File: src/rtl/hamming74_decoder_pipe.sv
`default_nettype none
// ---------------------------------------------------------------------------
// hamming74_decoder_pipe : 2-stage valid/ready Hamming(7,4) decoder with
// single-error correction and a saturating corrected-word counter.
// Revision 1.0
// ---------------------------------------------------------------------------
module hamming74_decoder_pipe #(
  parameter int CNT_W = 8
) (
  input  logic             clk,
  input  logic             rst,
  input  logic             in_valid,
  output logic             in_ready,
  input  logic [6:0]       in_code,
  output logic             out_valid,
  input  logic             out_ready,
  output logic [3:0]       out_data,
  output logic [2:0]       out_syndrome,
  output logic             out_corrected,
  input  logic             err_clear,
  output logic [CNT_W-1:0] err_count
);

  logic             s1_valid_q, s1_valid_d;
  logic [6:0]       s1_code_q, s1_code_d;
  logic             s2_valid_q, s2_valid_d;
  logic [3:0]       s2_data_q, s2_data_d;
  logic [2:0]       s2_syn_q, s2_syn_d;
  logic             s2_corr_q, s2_corr_d;
  logic [CNT_W-1:0] err_count_q, err_count_d;

  logic             s2_adv;
  logic             s1_adv;
  logic [2:0]       s1_syn;
  logic [3:0]       s1_data_fix;
  logic             err_inc;

  assign s2_adv   = !s2_valid_q || out_ready;
  assign s1_adv   = !s1_valid_q || s2_adv;
  assign in_ready = s1_adv && !rst;

  // Only syndromes 3,5,6,7 point at data bits; parity-bit errors leave data alone.
  always_comb begin
    s1_syn[0]   = s1_code_q[0] ^ s1_code_q[2] ^ s1_code_q[4] ^ s1_code_q[6];
    s1_syn[1]   = s1_code_q[1] ^ s1_code_q[2] ^ s1_code_q[5] ^ s1_code_q[6];
    s1_syn[2]   = s1_code_q[3] ^ s1_code_q[4] ^ s1_code_q[5] ^ s1_code_q[6];
    s1_data_fix = {s1_code_q[6] ^ (s1_syn == 3'd7),
                   s1_code_q[5] ^ (s1_syn == 3'd6),
                   s1_code_q[4] ^ (s1_syn == 3'd5),
                   s1_code_q[2] ^ (s1_syn == 3'd3)};
  end

  always_comb begin
    s1_valid_d = s1_valid_q;
    s1_code_d  = s1_code_q;
    if (s1_adv) begin
      s1_valid_d = in_valid;
      if (in_valid) begin
        s1_code_d = in_code;
      end
    end
  end

  always_comb begin
    s2_valid_d = s2_valid_q;
    s2_data_d  = s2_data_q;
    s2_syn_d   = s2_syn_q;
    s2_corr_d  = s2_corr_q;
    if (s2_adv) begin
      s2_valid_d = s1_valid_q;
      if (s1_valid_q) begin
        s2_data_d = s1_data_fix;
        s2_syn_d  = s1_syn;
        s2_corr_d = (s1_syn != 3'd0);
      end
    end
  end

  assign err_inc = s2_valid_q && out_ready && s2_corr_q;

  // A clear that coincides with a counted beat leaves that beat counted.
  always_comb begin
    err_count_d = err_count_q;
    if (err_clear) begin
      err_count_d = err_inc ? CNT_W'(1) : '0;
    end else if (err_inc && (err_count_q != {CNT_W{1'b1}})) begin
      err_count_d = err_count_q + CNT_W'(1);
    end
  end

  always_ff @(posedge clk or posedge rst) begin
    if (rst) begin
      s1_valid_q  <= 1'b0;
      s1_code_q   <= '0;
      s2_valid_q  <= 1'b0;
      s2_data_q   <= '0;
      s2_syn_q    <= '0;
      s2_corr_q   <= 1'b0;
      err_count_q <= '0;
    end else begin
      s1_valid_q  <= s1_valid_d;
      s1_code_q   <= s1_code_d;
      s2_valid_q  <= s2_valid_d;
      s2_data_q   <= s2_data_d;
      s2_syn_q    <= s2_syn_d;
      s2_corr_q   <= s2_corr_d;
      err_count_q <= err_count_d;
    end
  end

  assign out_valid     = s2_valid_q;
  assign out_data      = s2_data_q;
  assign out_syndrome  = s2_syn_q;
  assign out_corrected = s2_corr_q;
  assign err_count     = err_count_q;

endmodule
`default_nettype wire
File: config.mk
export PLATFORM = sky130hd
export DESIGN_NAME = hamming74_decoder_pipe
export DESIGN_NICKNAME = d
export VERILOG_FILES = /design/src/rtl/hamming74_decoder_pipe.sv
export SDC_FILE = /design/constraint.sdc
export NUM_CORES = 1
export LEC_CHECK = 0
export CORE_MARGIN = 2
export CORE_UTILIZATION = 65
export DETAILED_ROUTE_END_ITERATION = 16
export DONT_BUFFER_PORTS = 1
export HOLD_SLACK_MARGIN = 0.08
export PLACE_DENSITY_LB_ADDON = 0.08
export REMOVE_ABC_BUFFERS = 1
export SYNTH_ARGS = -nofsm -noshare
export SYNTH_HDL_FRONTEND = slang
export SYNTH_SLANG_ARGS = --single-unit
File: constraint.sdc
create_clock -name clk -period 2.95 [get_ports clk]
set_input_delay 0.295 -clock clk [delete_from_list [all_inputs] [get_ports clk]]
set_output_delay 0.295 -clock clk [all_outputs]
set_load 0.02 [all_outputs]
# After elaboration in Yosys (flattened, before gate mapping)
# Index checks and enable logic that the tools add are counted.
# op_classes
addsub	1
eq_ne	5
n_mux	3
n_bitwise	13
reduce_logical	13
# ops
cell	count
$mux 8	2
$xor 1x1->1	13
$eq 3x3->1 const B	3
$add 8x1->8 const B	1
$ne 8x8->1 const B	1
$logic_and 1x1->1	4
$reduce_and 2->1	2
$eq 3x2->1 const B	1
$logic_not 1->1	3
$reduce_bool 3->1	1
$logic_or 1x1->1	2
$reduce_bool 2->1	1
$mux 1	1
# word_totals
register_bits	25
wordCells	42

# Logic depth before layout (Yosys ltp)
# logic_depth
ltp_word	5
mapped_depth	5

# Worst setup path before layout
# Ideal clock, no wire load.
# synth_path
path_kind	flip-flop to flip-flop
start	register s1_code_q[2]
end	register s2_data_q[0] (netlist: out_data[0])
setup_time_ns	0.082
arrival_ns	1.527
path_slack_ns	1.341
path_stages_with_launch	5
n_path_buf	0
path_cell_list	dfrtp_1 > xnor2_1 > xnor2_1 > or4_1 > a31oi_1
# synth_between
elab_chain_len	5
word_cells_on_any_way	8
classes_between	eq/ne: 1; bitwise: 7
# synth_lines
element	line_no	source
start: declaration	25	logic [6:0] s1_code_q, s1_code_d;
start signal: assignment	102	s1_code_q <= s1_code_d;
$xor 1x1->1 (on tied branches) (3 in a row)	44, 45	
$eq 3x2->1	50	s1_code_q[2] ^ (s1_syn == 3'd3)};
$xor 1x1->1 (*)	50	
end signal: assignment	104	s2_data_q <= s2_data_d;
end: declaration	27	logic [3:0] s2_data_q, s2_data_d;
# Mark *: on every way between the ends. The rest lies on a longest branch, timed or not.
# A chain may end at the register's enable or synchronous reset.

# Worst setup path after layout
# layout_path
start	register s1_code_q[4]
end	register s2_data_q[1] (netlist: out_data[1])
# layout_between
elab_chain_len	5
word_cells_on_any_way	7
classes_between	eq/ne: 1; bitwise: 6
# layout_lines
element	line_no	source
$xor 1x1->1 (3 in a row)	46	s1_syn[2] = s1_code_q[3] ^ s1_code_q[4] ^ s1_code_q[5] ^ s1_code_q[6];
$eq 3x3->1	49	s1_code_q[4] ^ (s1_syn == 3'd5),
$xor 1x1->1 (*)	49	
# Marked as above.

==> flow_summary_export.csv <==
group,metric,value,unit
outcome,status,"completed",
logic_synthesis,synth.area.mux_share,0.07940,
cts,clockRootBuffer,"clkbuf_4",
worst_hold_path,hold_class,"in2reg",
sta,skew,0.002164,ns
floorplan,pin_count,30,
grt,track_usage,0.2363,
placement,port_buffers,0,
floorplan,die_area,0.002282,sq mm
floorplan,num_rows,15,
sta,max_freq,572.4,MHz
routing,firstDrtPassIters,4,
floorplan,coreArea,0.001764,sq mm
logic_synthesis,yosysTopAreaCellShare,0.5025,
grt,grt_first_pass_wirelength,3677,um
routing,detail_route.iter0.violations,14,
sta,finalCritPeriodShare,0.5922,
logic_synthesis,synth.distinct_cells,30,
logic_synthesis,synth_ff_type,"dfrtp_1",
critical_path,crit_fanout,6,
cts,clk_latency,0.32,ns
sta,setup_tns,0,ns
logic_synthesis,synth_compound_area_frac,0.1025,
logic_synthesis,yosys.area_share.simple,0.1749,
critical_path,worst-setup-path-type,"reg2reg",
sta,tightest_slew,0.9125,ns
cts,cts_max_path_buffers,2,
sta,hold_viol_final,0,
routing,drc,0,
logic_synthesis,async_flop_share,1.000,
routing,routedWlPerCell,15.59,um
logic_synthesis,yosys.area_share.adder,0.01005,
floorplan,initial_core_util,0.7057,
sta,drv_slew,0,
placement,gp_congestion,0.7779,
routing,postRouteAntennaNets,0,
logic_synthesis,post-synth-top-area-cell,"dfrtp_1",
run,maxCapViolCount,0,
logic_synthesis,netlist_top_cells_count,"dfrtp_1 (25), nor2_1 (11), xnor2_1 (11), mux2_2 (7), nand2_1 (7)",
logic_synthesis,synth_warnings,0,
critical_path,critPathLaunchType,"register",
cells_and_area,nNetsFinal,135,
floorplan,die_y,47.77,um
cts,cts_buffers,3,
floorplan,die_x,47.77,um
placement,placed_cells,139,
sta,setup_viol,0,
cts,ctsHtreeMaxLevel,1,
logic_synthesis,ys_ff_latch,25,
cells_and_area,regArea,625.6,sq um
sta,period_needed,1.747,ns
critical_path,crit_required,3.21,ns
power,leakage,0.0005371,uW
logic_synthesis,syn_inst,117,
routing,postRouteWirelength,2276,um
sta,rsz0062_at_grt,"no",
critical_path,crit_arrival,2.00,ns
power,ir_worst_vdd,0.5490,mV
grt,antenna_found_initial,0,
placement,dp_hpwl,1712,um
routing,via_per_inst,6.192,
routing,num_vias,904,
cells_and_area,area_growth,6.131,%
power,power.density,742.9,mW/mm^2
grt,gr-total-overflow,0,
logic_synthesis,yosysMostFrequentCell,"dfrtp_1",
logic_synthesis,netlist_area,0.001245,sq mm
grt,grt_max_degree,26,
sta,relSlewSlack,0.3910,
critical_path,endpoint_kind,"register",
cells_and_area,fillers,144,
cells_and_area,multi_input_area,604.3,sq um
cells_and_area,n_antenna_cell,0,
logic_synthesis,synth-xor-area-share,0.1186,
cts,cts_tree,"yes",
grt,grt_pass1_vias,880,
logic_synthesis,ys_top_cells_by_area,"dfrtp_1 (50%), xnor2_1 (7.7%), mux2_2 (6.3%)",
logic_synthesis,synth-edff-count,0,
cts,clock_sinks,25,
logic_synthesis,yosysSeqAreaShare,0.5025,
cts,clk_pin_slew_worst_paths,0.13,ns
logic_synthesis,synth_top_family_by_area,"simple AND/OR/NAND/NOR gates",
logic_synthesis,synth.avg_cell_area,10.64,sq um
cells_and_area,stdcell_count,146,
cells_and_area,drive_gt1_frac,0.1074,
## layout by cell type, fill, tap and decap left out, types with 3 or more instances in the layout
cell | netlist | layout
clkbuf_4 | 0 | 3
a31oi_1 | 4 | 4
or4_1 | 3 | 3
nand3_1 | 5 | 5
xnor2_1 | 11 | 11
dfrtp_1 | 25 | 25
dlygate4sd3_1 | 0 | 3
o21ai_0 | 6 | 6
and3_1 | 4 | 4
nand2_1 | 7 | 7
o31ai_1 | 3 | 3
xor2_1 | 4 | 4
mux2_2 | 7 | 7
nor2_1 | 11 | 11
nand4_1 | 3 | 3
## flip-flops by register name (all words and copies together), names as in the netlist
register and cells:
out_valid 1, s1_code_q 7, s1_valid_q 1, out_corrected 1
out_syndrome 3, err_count 8, out_data 4
## report_power, final
| part | switching [uW] | leakage [uW] | total (uW) | internal, uW |
|---|---|---|---|---|
| Clock | 101 | 0.0000150 | 154 | 53.0 |
| Combinational | 152 | 0.000219 | 269 | 117 |
| Sequential | 144 | 0.000303 | 559 | 415 |
| Total | 396 | 0.000537 | 982 | 586 |
## worst paths after layout
check                                               from  depth (start not counted)  slack (ns)                     endpoint
worst max-delay path            s1_code_q[4]$_DFFE_PP0P_                          4        1.20      out_data[1]$_DFFE_PP0P_
worst min-delay path                           err_clear                          2         0.1     err_count[0]$_DFFE_PP0P_
worst max register to register  s1_code_q[4]$_DFFE_PP0P_                          4        1.20      out_data[1]$_DFFE_PP0P_
worst min register to register  s1_code_q[1]$_DFFE_PP0P_                          1        0.55     s1_code_q[1]$_DFFE_PP0P_
max in group asynchronous                            rst                          2        1.79     err_count[7]$_DFFE_PP0P_
min in group asynchronous                            rst                          2        0.61  out_syndrome[1]$_DFFE_PP0P_
## metrics by stage
step           hold slack, ns  total power [uW]  utilization  setup slack [ns]  instance area (sq um)
6_report              0.09659             981.6       0.7489             1.203                   1321
5_1_grt               0.09336              1049       0.7489             1.074                   1321
4_1_cts               0.09488             986.1       0.7489             1.208                   1321
3_5_place_dp           0.3639             831.4       0.7170             1.240                   1265
3_3_place_gp           0.3619             814.4       0.7170             1.262                   1265
2_1_floorplan          0.3223             770.9            -             1.341                   1234
## final cells by class
type,count,area share
multi-input cells,88,0.4574
flip-flops and latches,25,0.4735
inverters,1,0.002841
well taps,25,0.02367
clock buffers,4,0.01989
repair buffers,3,0.02273
## critical path, stage by stage (launching register included)
cell	delay (ns)
dfrtp_1	0.46
xnor2_1	0.39
xnor2_1	0.23
or4_1	0.43
a31oi_1	0.17
## kinds of logic (layout without fill, tap and decap cells)
kind of cell / after synthesis / after routing
adder cells (fa/ha/maj): 1 / 1
multiplexers: 9 / 9
buffers and inverters: 4 / 8
AND/OR/NAND/NOR: 42 / 42
flip-flops: 25 / 25
XOR/XNOR: 16 / 16
AO/OA/AOI/OAI: 20 / 20
## routing by layer
metal | vias up | track usage | share of wire
met3 | 5 | 0.07925 | 0.075
li1 | 429 | - | -
met2 | 35 | 0.3733 | 0.46
met1 | 435 | 0.3002 | 0.45
met5 | - | 0 | 0
met4 | 0 | 0.09189 | 0.017
## repair_timing
| item | in CTS | in global routing |
|---|---|---|
| resized for setup | 0 | 0 |
| setup buffers | 0 | 0 |
| hold endpoints to repair | 33 | 0 |
| setup endpoints to repair | 0 | 0 |
| hold buffers | 3 | 0 |
Power figures use the tool's default switching activity.
